File: src/rtl/stepper_pkg.sv
// Shared constants, types and helpers for the stepper_bank peripheral.
package stepper_pkg;

  localparam int CH_STRIDE = 16;

  // Byte offsets within a channel's register block
  localparam logic [3:0] OFF_CTRL   = 4'h0;
  localparam logic [3:0] OFF_STEPS  = 4'h4;
  localparam logic [3:0] OFF_PERIOD = 4'h8;
  localparam logic [3:0] OFF_STATUS = 4'hC;

  // CTRL bits
  localparam int CTRL_START = 0;
  localparam int CTRL_DIR   = 1;
  localparam int CTRL_ABORT = 2;

  // STATUS bits
  localparam int STAT_BUSY    = 0;
  localparam int STAT_DONE    = 1;
  localparam int STAT_REM_LSB = 8;

  typedef enum logic [1:0] {
    ST_IDLE,
    ST_SETUP,
    ST_HIGH,
    ST_LOW
  } chan_state_t;

  // One-cycle command pulses from the register file to a channel
  typedef struct packed {
    logic start;
    logic abort;
    logic clr_done;
  } chan_cmd_t;

  // Byte-lane merge of a bus write into an existing 32-bit value
  function automatic logic [31:0] wmerge(input logic [31:0] old_v,
                                         input logic [31:0] wdata,
                                         input logic [3:0]  wstrb);
    logic [31:0] res;
    res = old_v;
    for (int b = 0; b < 4; b++)
      if (wstrb[b]) res[8*b +: 8] = wdata[8*b +: 8];
    return res;
  endfunction

endpackage

File: src/rtl/stepper_bank_channel.sv
// One step/dir channel: shadow registers plus the IDLE/SETUP/HIGH/LOW sequencer.
module stepper_bank_channel
  import stepper_pkg::*;
#(
  parameter int CNT_WIDTH   = 32,
  parameter int DIV_WIDTH   = 16,
  parameter int PULSE_WIDTH = 4,
  parameter int DIR_SETUP   = 8
) (
  input  logic                 clk_in,
  input  logic                 reset_n_in,
  input  chan_cmd_t            cmd,
  input  logic [CNT_WIDTH-1:0] steps,
  input  logic [DIV_WIDTH-1:0] period,
  input  logic                 dir,
  output logic                 step_out,
  output logic                 dir_out,
  output logic                 busy_out,
  output logic                 done_out,
  output logic [CNT_WIDTH-1:0] remaining
);

  localparam logic [DIV_WIDTH-1:0] MIN_PER    = DIV_WIDTH'(2 * PULSE_WIDTH);
  localparam logic [DIV_WIDTH-1:0] SETUP_LAST = DIV_WIDTH'(DIR_SETUP - 1);
  localparam logic [DIV_WIDTH-1:0] PW_LAST    = DIV_WIDTH'(PULSE_WIDTH - 1);

  chan_state_t          state_q, state_d;
  logic [DIV_WIDTH-1:0] cnt_q, cnt_d;   // setup timer, then cycles since rising edge
  logic [DIV_WIDTH-1:0] per_q, per_d;   // latched, already clamped period
  logic [CNT_WIDTH-1:0] rem_q, rem_d;
  logic                 dir_q, dir_d;
  logic                 done_q, done_d;
  logic [DIV_WIDTH-1:0] eff_per;

  // Short periods are stretched so the low phase is at least as long as the high phase
  assign eff_per = (period < MIN_PER) ? MIN_PER : period;

  // Next-state logic; done set is applied after the W1C clear so a set wins
  always_comb begin
    state_d = state_q;
    cnt_d   = cnt_q;
    per_d   = per_q;
    rem_d   = rem_q;
    dir_d   = dir_q;
    done_d  = done_q;
    if (cmd.clr_done) done_d = 1'b0;
    unique case (state_q)
      ST_IDLE: if (cmd.start) begin
        if (steps == '0) begin
          done_d = 1'b1;
          rem_d  = '0;
        end else begin
          done_d  = 1'b0;
          rem_d   = steps;
          per_d   = eff_per;
          dir_d   = dir;
          cnt_d   = '0;
          state_d = ST_SETUP;
        end
      end
      ST_SETUP: begin
        if (cnt_q == SETUP_LAST) begin
          cnt_d   = '0;
          rem_d   = rem_q - CNT_WIDTH'(1);
          state_d = ST_HIGH;
        end else begin
          cnt_d = cnt_q + DIV_WIDTH'(1);
        end
      end
      ST_HIGH: begin
        cnt_d = cnt_q + DIV_WIDTH'(1);
        if (cnt_q == PW_LAST) state_d = ST_LOW;
      end
      ST_LOW: begin
        if (cnt_q == per_q - DIV_WIDTH'(1)) begin
          cnt_d = '0;
          if (rem_q != '0) begin
            rem_d   = rem_q - CNT_WIDTH'(1);
            state_d = ST_HIGH;
          end else begin
            done_d  = 1'b1;
            state_d = ST_IDLE;
          end
        end else begin
          cnt_d = cnt_q + DIV_WIDTH'(1);
        end
      end
      default: state_d = ST_IDLE;
    endcase
    // Abort overrides any progress made this cycle and freezes the count
    if (cmd.abort && state_q != ST_IDLE) begin
      state_d = ST_IDLE;
      cnt_d   = '0;
      rem_d   = rem_q;
      done_d  = 1'b1;
    end
  end

  // Channel state registers
  always_ff @(posedge clk_in or negedge reset_n_in) begin
    if (!reset_n_in) begin
      state_q <= ST_IDLE;
      cnt_q   <= '0;
      per_q   <= '0;
      rem_q   <= '0;
      dir_q   <= 1'b0;
      done_q  <= 1'b0;
    end else begin
      state_q <= state_d;
      cnt_q   <= cnt_d;
      per_q   <= per_d;
      rem_q   <= rem_d;
      dir_q   <= dir_d;
      done_q  <= done_d;
    end
  end

  assign step_out  = (state_q == ST_HIGH);
  assign busy_out  = (state_q != ST_IDLE);
  assign dir_out   = dir_q;
  assign done_out  = done_q;
  assign remaining = rem_q;

endmodule

File: src/rtl/stepper_bank.sv
// N-channel step/dir generator on the picorv32 native bus: decode, register file, read mux.
module stepper_bank
  import stepper_pkg::*;
#(
  parameter int          CHANNELS    = 12,
  parameter logic [31:0] BASE_ADDR   = 32'h1000_0100,
  parameter int          CNT_WIDTH   = 32,
  parameter int          DIV_WIDTH   = 16,
  parameter int          PULSE_WIDTH = 4,
  parameter int          DIR_SETUP   = 8
) (
  input  logic                clk_in,
  input  logic                reset_n_in,
  input  logic                mem_valid,
  input  logic [31:0]         mem_addr,
  input  logic [31:0]         mem_wdata,
  input  logic [3:0]          mem_wstrb,
  output logic [31:0]         mem_rdata,
  output logic                mem_ready,
  output logic [CHANNELS-1:0] step_out,
  output logic [CHANNELS-1:0] dir_out,
  output logic [CHANNELS-1:0] busy_out
);

  localparam int          SW          = $clog2(CHANNELS + 1);
  localparam int          CIW         = (CHANNELS > 1) ? $clog2(CHANNELS) : 1;
  localparam logic [31:0] BLOCK_BYTES = 32'(CH_STRIDE * (CHANNELS + 1));

  logic [31:0]   offset;
  logic [SW-1:0] slot;
  logic [CIW-1:0] ch;
  logic [3:0]    reg_off;
  logic          in_blk, acc, wr, is_ch, is_map;
  logic          unused_addr;

  logic [CHANNELS-1:0][CNT_WIDTH-1:0] steps_q, steps_d;
  logic [CHANNELS-1:0][DIV_WIDTH-1:0] period_q, period_d;
  logic [CHANNELS-1:0]                dir_q, dir_d;
  chan_cmd_t [CHANNELS-1:0]           cmd_q, cmd_d;
  logic [CHANNELS-1:0]                done_w;
  logic [CHANNELS-1:0][CNT_WIDTH-1:0] rem_w;

  logic        ready_q, ready_d;
  logic        hold_q, hold_d;
  logic [31:0] rdata_q, rdata_d;
  logic [31:0] rd_val;

  assign offset      = mem_addr - BASE_ADDR;
  assign in_blk      = (mem_addr >= BASE_ADDR) && (offset < BLOCK_BYTES);
  assign slot        = offset[4 +: SW];
  assign ch          = slot[CIW-1:0];
  assign reg_off     = {offset[3:2], 2'b00};
  assign is_ch       = slot < SW'(CHANNELS);
  assign is_map      = slot == SW'(CHANNELS);
  assign wr          = |mem_wstrb;
  assign unused_addr = ^{offset[31:4+SW], offset[1:0]};
  // hold_q blocks re-acceptance until mem_valid drops, so a held request is acked once
  assign acc         = mem_valid && in_blk && !hold_q;

  // Register writes and command pulses; pulses are registered so a channel sees
  // DIR/STEPS/PERIOD already updated when START arrives
  always_comb begin
    steps_d  = steps_q;
    period_d = period_q;
    dir_d    = dir_q;
    cmd_d    = '0;
    if (acc && wr && is_ch) begin
      case (reg_off)
        OFF_CTRL: if (mem_wstrb[0]) begin
          dir_d[ch]       = mem_wdata[CTRL_DIR];
          cmd_d[ch].abort = mem_wdata[CTRL_ABORT];
          cmd_d[ch].start = mem_wdata[CTRL_START] & ~mem_wdata[CTRL_ABORT];
        end
        OFF_STEPS:  steps_d[ch]  = CNT_WIDTH'(wmerge(32'(steps_q[ch]), mem_wdata, mem_wstrb));
        OFF_PERIOD: period_d[ch] = DIV_WIDTH'(wmerge(32'(period_q[ch]), mem_wdata, mem_wstrb));
        OFF_STATUS: if (mem_wstrb[0] && mem_wdata[STAT_DONE]) cmd_d[ch].clr_done = 1'b1;
        default: ;
      endcase
    end
  end

  // Read mux; unmapped locations inside the block read as zero
  always_comb begin
    rd_val = '0;
    if (is_ch) begin
      case (reg_off)
        OFF_CTRL:   rd_val[CTRL_DIR] = dir_q[ch];
        OFF_STEPS:  rd_val = 32'(steps_q[ch]);
        OFF_PERIOD: rd_val = 32'(period_q[ch]);
        OFF_STATUS: begin
          rd_val[STAT_BUSY]       = busy_out[ch];
          rd_val[STAT_DONE]       = done_w[ch];
          rd_val[31:STAT_REM_LSB] = 24'(rem_w[ch]);
        end
        default: ;
      endcase
    end else if (is_map && reg_off == OFF_CTRL) begin
      rd_val = 32'(busy_out);
    end
  end

  // Bus handshake: one registered ack per request, rdata zero outside the ack cycle
  always_comb begin
    ready_d = acc;
    rdata_d = (acc && !wr) ? rd_val : '0;
    hold_d  = acc ? 1'b1 : (mem_valid ? hold_q : 1'b0);
  end

  // Register file and bus state
  always_ff @(posedge clk_in or negedge reset_n_in) begin
    if (!reset_n_in) begin
      steps_q  <= '0;
      period_q <= '0;
      dir_q    <= '0;
      cmd_q    <= '0;
      ready_q  <= 1'b0;
      hold_q   <= 1'b0;
      rdata_q  <= '0;
    end else begin
      steps_q  <= steps_d;
      period_q <= period_d;
      dir_q    <= dir_d;
      cmd_q    <= cmd_d;
      ready_q  <= ready_d;
      hold_q   <= hold_d;
      rdata_q  <= rdata_d;
    end
  end

  assign mem_ready = ready_q;
  assign mem_rdata = rdata_q;

  for (genvar g = 0; g < CHANNELS; g++) begin : g_ch
    stepper_bank_channel #(
      .CNT_WIDTH  (CNT_WIDTH),
      .DIV_WIDTH  (DIV_WIDTH),
      .PULSE_WIDTH(PULSE_WIDTH),
      .DIR_SETUP  (DIR_SETUP)
    ) u_ch (
      .clk_in    (clk_in),
      .reset_n_in(reset_n_in),
      .cmd       (cmd_q[g]),
      .steps     (steps_q[g]),
      .period    (period_q[g]),
      .dir       (dir_q[g]),
      .step_out  (step_out[g]),
      .dir_out   (dir_out[g]),
      .busy_out  (busy_out[g]),
      .done_out  (done_w[g]),
      .remaining (rem_w[g])
    );
  end

endmodule

File: config.mk
export PLATFORM = sky130hd
export DESIGN_NAME = stepper_bank
export DESIGN_NICKNAME = d
export VERILOG_FILES = /design/src/rtl/stepper_pkg.sv /design/src/rtl/stepper_bank_channel.sv /design/src/rtl/stepper_bank.sv
export SDC_FILE = /design/constraint.sdc
export NUM_CORES = 2
export LEC_CHECK = 0
export BUFFER_PORTS_ARGS = -buffer_cell sky130_fd_sc_hd__buf_2
export CORE_MARGIN = 5
export CORE_UTILIZATION = 58
export DETAILED_ROUTE_END_ITERATION = 10
export MAX_ROUTING_LAYER = met4
export PLACE_DENSITY = 0.78
export SYNTH_ARGS = -nofsm -noshare
export SYNTH_HDL_FRONTEND = slang
export SYNTH_HIERARCHICAL = 1
export SYNTH_SLANG_ARGS = --single-unit
File: constraint.sdc
create_clock -name clk_in -period 2.9 [get_ports clk_in]
set_input_delay 0.725 -clock clk_in [delete_from_list [all_inputs] [get_ports clk_in]]
set_output_delay 0.725 -clock clk_in [all_outputs]
set_load 0.02 [all_outputs]
==> metrics <==
status finished, violations left; failing checks negative setup slack; layer with the highest usage met2; ys flop type dfrtp_1; Layout Cells excl Fill around 12000; Arrival @ worst endpoint 4.07 ns; Worst Clk Skew about 0.030 ns; clk buf depth 3; Via Count about 85000; Worst Path Buf+Inv 1; CP top delay family simple AND/OR/NAND/NOR gates; crit path max-delay cell type or4_4; slack of the critical path -0.4520 ns; vias in the first global route 80420; Synth area leaders dfrtp_1, mux2_2, mux4_2; Detail Route Antenna Nets 0; CP max stage delay ~0.51 ns; Max Cap Viol 0; Mapped Area around 88000 um2; Final setup viols 533; P_leak 0.05096 uW; synthesized area per cell 9.940 um2; CTS buffer count 165; TritonCTS clock tree built; width of the die 400.5 um; YS warnings 6; GRT Util Overall 0.4309; fraction of layout cells with a size suffix above 1 0.3448; Mapped Cells 8896; IO Count 140; Port Buffers between 100 and 150; WS Path Type flip-flop to flip-flop; max_slew headroom 0.3711; Core Area 151700 um2; H-tree depth 4; WL/cell 29.33 um; Post-synth ARST share 1.000; Tmin final between 3 and 4 ns; HPWL Detailed about 250 mm; routability cong. 1.077; CP startpoint kind flip-flop; Root Driver clkbuf_16; sequential share of the synthesized area 0.4171; crit-path max FO 6; met1 Use GR 0.5591; syn_nets 9055; Initial Util 0.5828; first-pass GRT wire length around 520 mm; DRC Markers 0; total congestion overflow 0; row count 143; die area 160400 um2; crit-path cells or3_4, or2_4, or4_4, a2111o_1, or2_4, o32a_4, buf_12, or3_1, o21ai_1; Iteration-0 DRC Markers around 13000; total negative setup slack -121.05 ns; Netlist cell types 109; final hold violation count 0; clk slew on worst S/H paths 0.06 ns; FF+latch count, synth between 1000 and 1500; PD cells 402.5 nW/um2; Worst EP required 3.62 ns; filler instances 10315; fmax 298.3 MHz; initial antenna violation count 29; Die Y 400.5 um; Worst-Margin Slew 0.9347 ns; clk_lat worst skew 0.81 ns; Sink Count 1474; first-pass iteration count of the detailed router 9; maximum vdd drop between 0.6 and 0.7 mV; vias per inst 7.027; RSZ-0062 raised after global routing true; commonest cells after routing, fill and taps aside dfrtp_1, buf_4, mux2_2; commonest non-fill, non-tap cell in the layout dfrtp_1; Yosys top cell by area dfrtp_1; Post-synth EDFFs 0; Slew Viols, Final 0; pin count of the biggest net entering global routing 103; dpl cells 11660; Nets 10114; GR met2 Demand/Resource 0.6021; Worst path most repeated cell or2_4; Final period util 1.156; synth-to-layout area growth 27.02%; met3 Use GR 0.1297; post-synth top area share 0.4171; Hold WC Path Type input port to flip-flop; drt total wl ~360 mm; Crit. End Element flip-flop
[layout make-up]
cell class	instances	area, um2	area share
diodes	22	55.05	0.0004901
clock buffers	231	4813	0.04285
clock inverters	72	1011	0.009000
inverters	175	656.9	0.005848
multi-input cells	6621	51570	0.4591
flip-flops and latches	1474	36890	0.3284
well taps	2030	2540	0.02261
repair buffers	1518	14790	0.1317
[logic make-up (layout without fill, tap and decap cells)]
group	count (synthesis)	in the layout	synth area share
fa+ha+maj	88	88	0.01245
mux	1083	1083	0.1655
xor+xnor	224	224	0.02219
other cells	0	22	0
buf+inv	803	1996	0.04074
simple gates	2934	2935	0.1771
flops	1474	1474	0.4171
compound gates	2290	2291	0.1649
[worst paths after layout]
kind / from / endpoint / slack (ns) / depth (start not counted)
min reg2reg: g_ch[8].u_ch/remaining[25]$_DFFE_PN0P_ / g_ch[8].u_ch/remaining[25]$_DFFE_PN0P_ / 0.51 / 1
max in group asynchronous: reset_n_in / mem_rdata[16]$_DFF_PN0_ / 1.35 / 4
max reg2reg: g_ch[1].u_ch/per_q[13]$_DFFE_PN0P_ / g_ch[1].u_ch/remaining[0]$_DFFE_PN0P_ / -0.45 / 9
min: mem_valid / hold_q$_DFFE_PN0P_ / 0.26 / 2
max: g_ch[1].u_ch/per_q[13]$_DFFE_PN0P_ / g_ch[1].u_ch/remaining[0]$_DFFE_PN0P_ / -0.45 / 9
min in group asynchronous: reset_n_in / g_ch[2].u_ch/cnt_q[6]$_DFFE_PN0P_ / 0.50 / 2
[worst reg2reg max path: stages (launching register included)]
cell,delay [ns]
dfrtp_1,0.38
or3_4,0.39
or2_4,0.26
or4_4,0.51
a2111o_1,0.42
or2_4,0.28
o32a_4,0.42
buf_12,0.20
or3_1,0.32
o21ai_1,0.10
[registers in the layout, indices dropped and copies added, names as in the netlist, 12 cells and up]
name                 count
mem_rdata               32
g_ch.u_ch/cnt_q        192
period_q               192
g_ch.u_ch/per_q        192
g_ch.u_ch/done_out      12
g_ch.u_ch/remaining    384
dir_q                   12
steps_q                384
cmd_q                   36
g_ch.u_ch/dir_out       12
g_ch.u_ch/state_q       24
[metrics by stage]
stage | worst slack [ns] | utilization | power (uW) | hold WS (ns) | instance area, um2
2_1_floorplan | -0.2050 | - | 21540 | 0.4294 | 89020
3_3_place_gp | -0.4580 | 0.6620 | 22780 | 0.4696 | 100400
3_5_place_dp | -0.4780 | 0.6620 | 22810 | 0.4816 | 100400
4_1_cts | -0.4122 | 0.7152 | 45220 | 0.2062 | 108500
5_1_grt | -0.4998 | 0.7402 | 46170 | 0.2288 | 112300
6_report | -0.4520 | 0.7403 | 45220 | 0.2565 | 112300
[cell usage after synthesis (79+ instances only)]
master and count:
inv_1 175, nand2b_1 163, nor2b_1 83, o21ai_0 637
nor4_1 296, dfrtp_1 1474, nor3_1 289, nand2_1 477
a31oi_1 138, nor2_1 632, ha_1 88, buf_2 107
a22oi_1 151, xor2_1 94, nand3_1 235, o31ai_1 80
o21ai_1 165, mux2i_1 79, mux2_2 724, mux4_2 225
xnor2_1 130, and3_1 185, a21oi_1 532, clkbuf_1 417
nand4_1 115
[power breakdown]
part,leakage (uW),internal [uW],switching [uW]
Sequential,0.0206,20600,0.000211
Combinational,0.0275,614,1300
Clock,0.00285,13600,9170
Total,0.0510,34700,10500
[layer usage]
layer  routed length, um  up-vias
met3               46530     1549
met1              131900    42091
met2              149900     6034
met5                   0        -
li1                    -    35659
met4               27820        0
[timing repair]
action / 4_1_cts / 5_1_grt
endpoints found under the hold margin: 28 / 0
gates resized for setup: 268 / 616
endpoints found under the setup margin: 527 / 609
setup buffers: 41 / 73
hold buffers: 1 / 0
pin swaps: 96 / 223
gates cloned: 25 / 30
(Power assumes the default switching activity.)
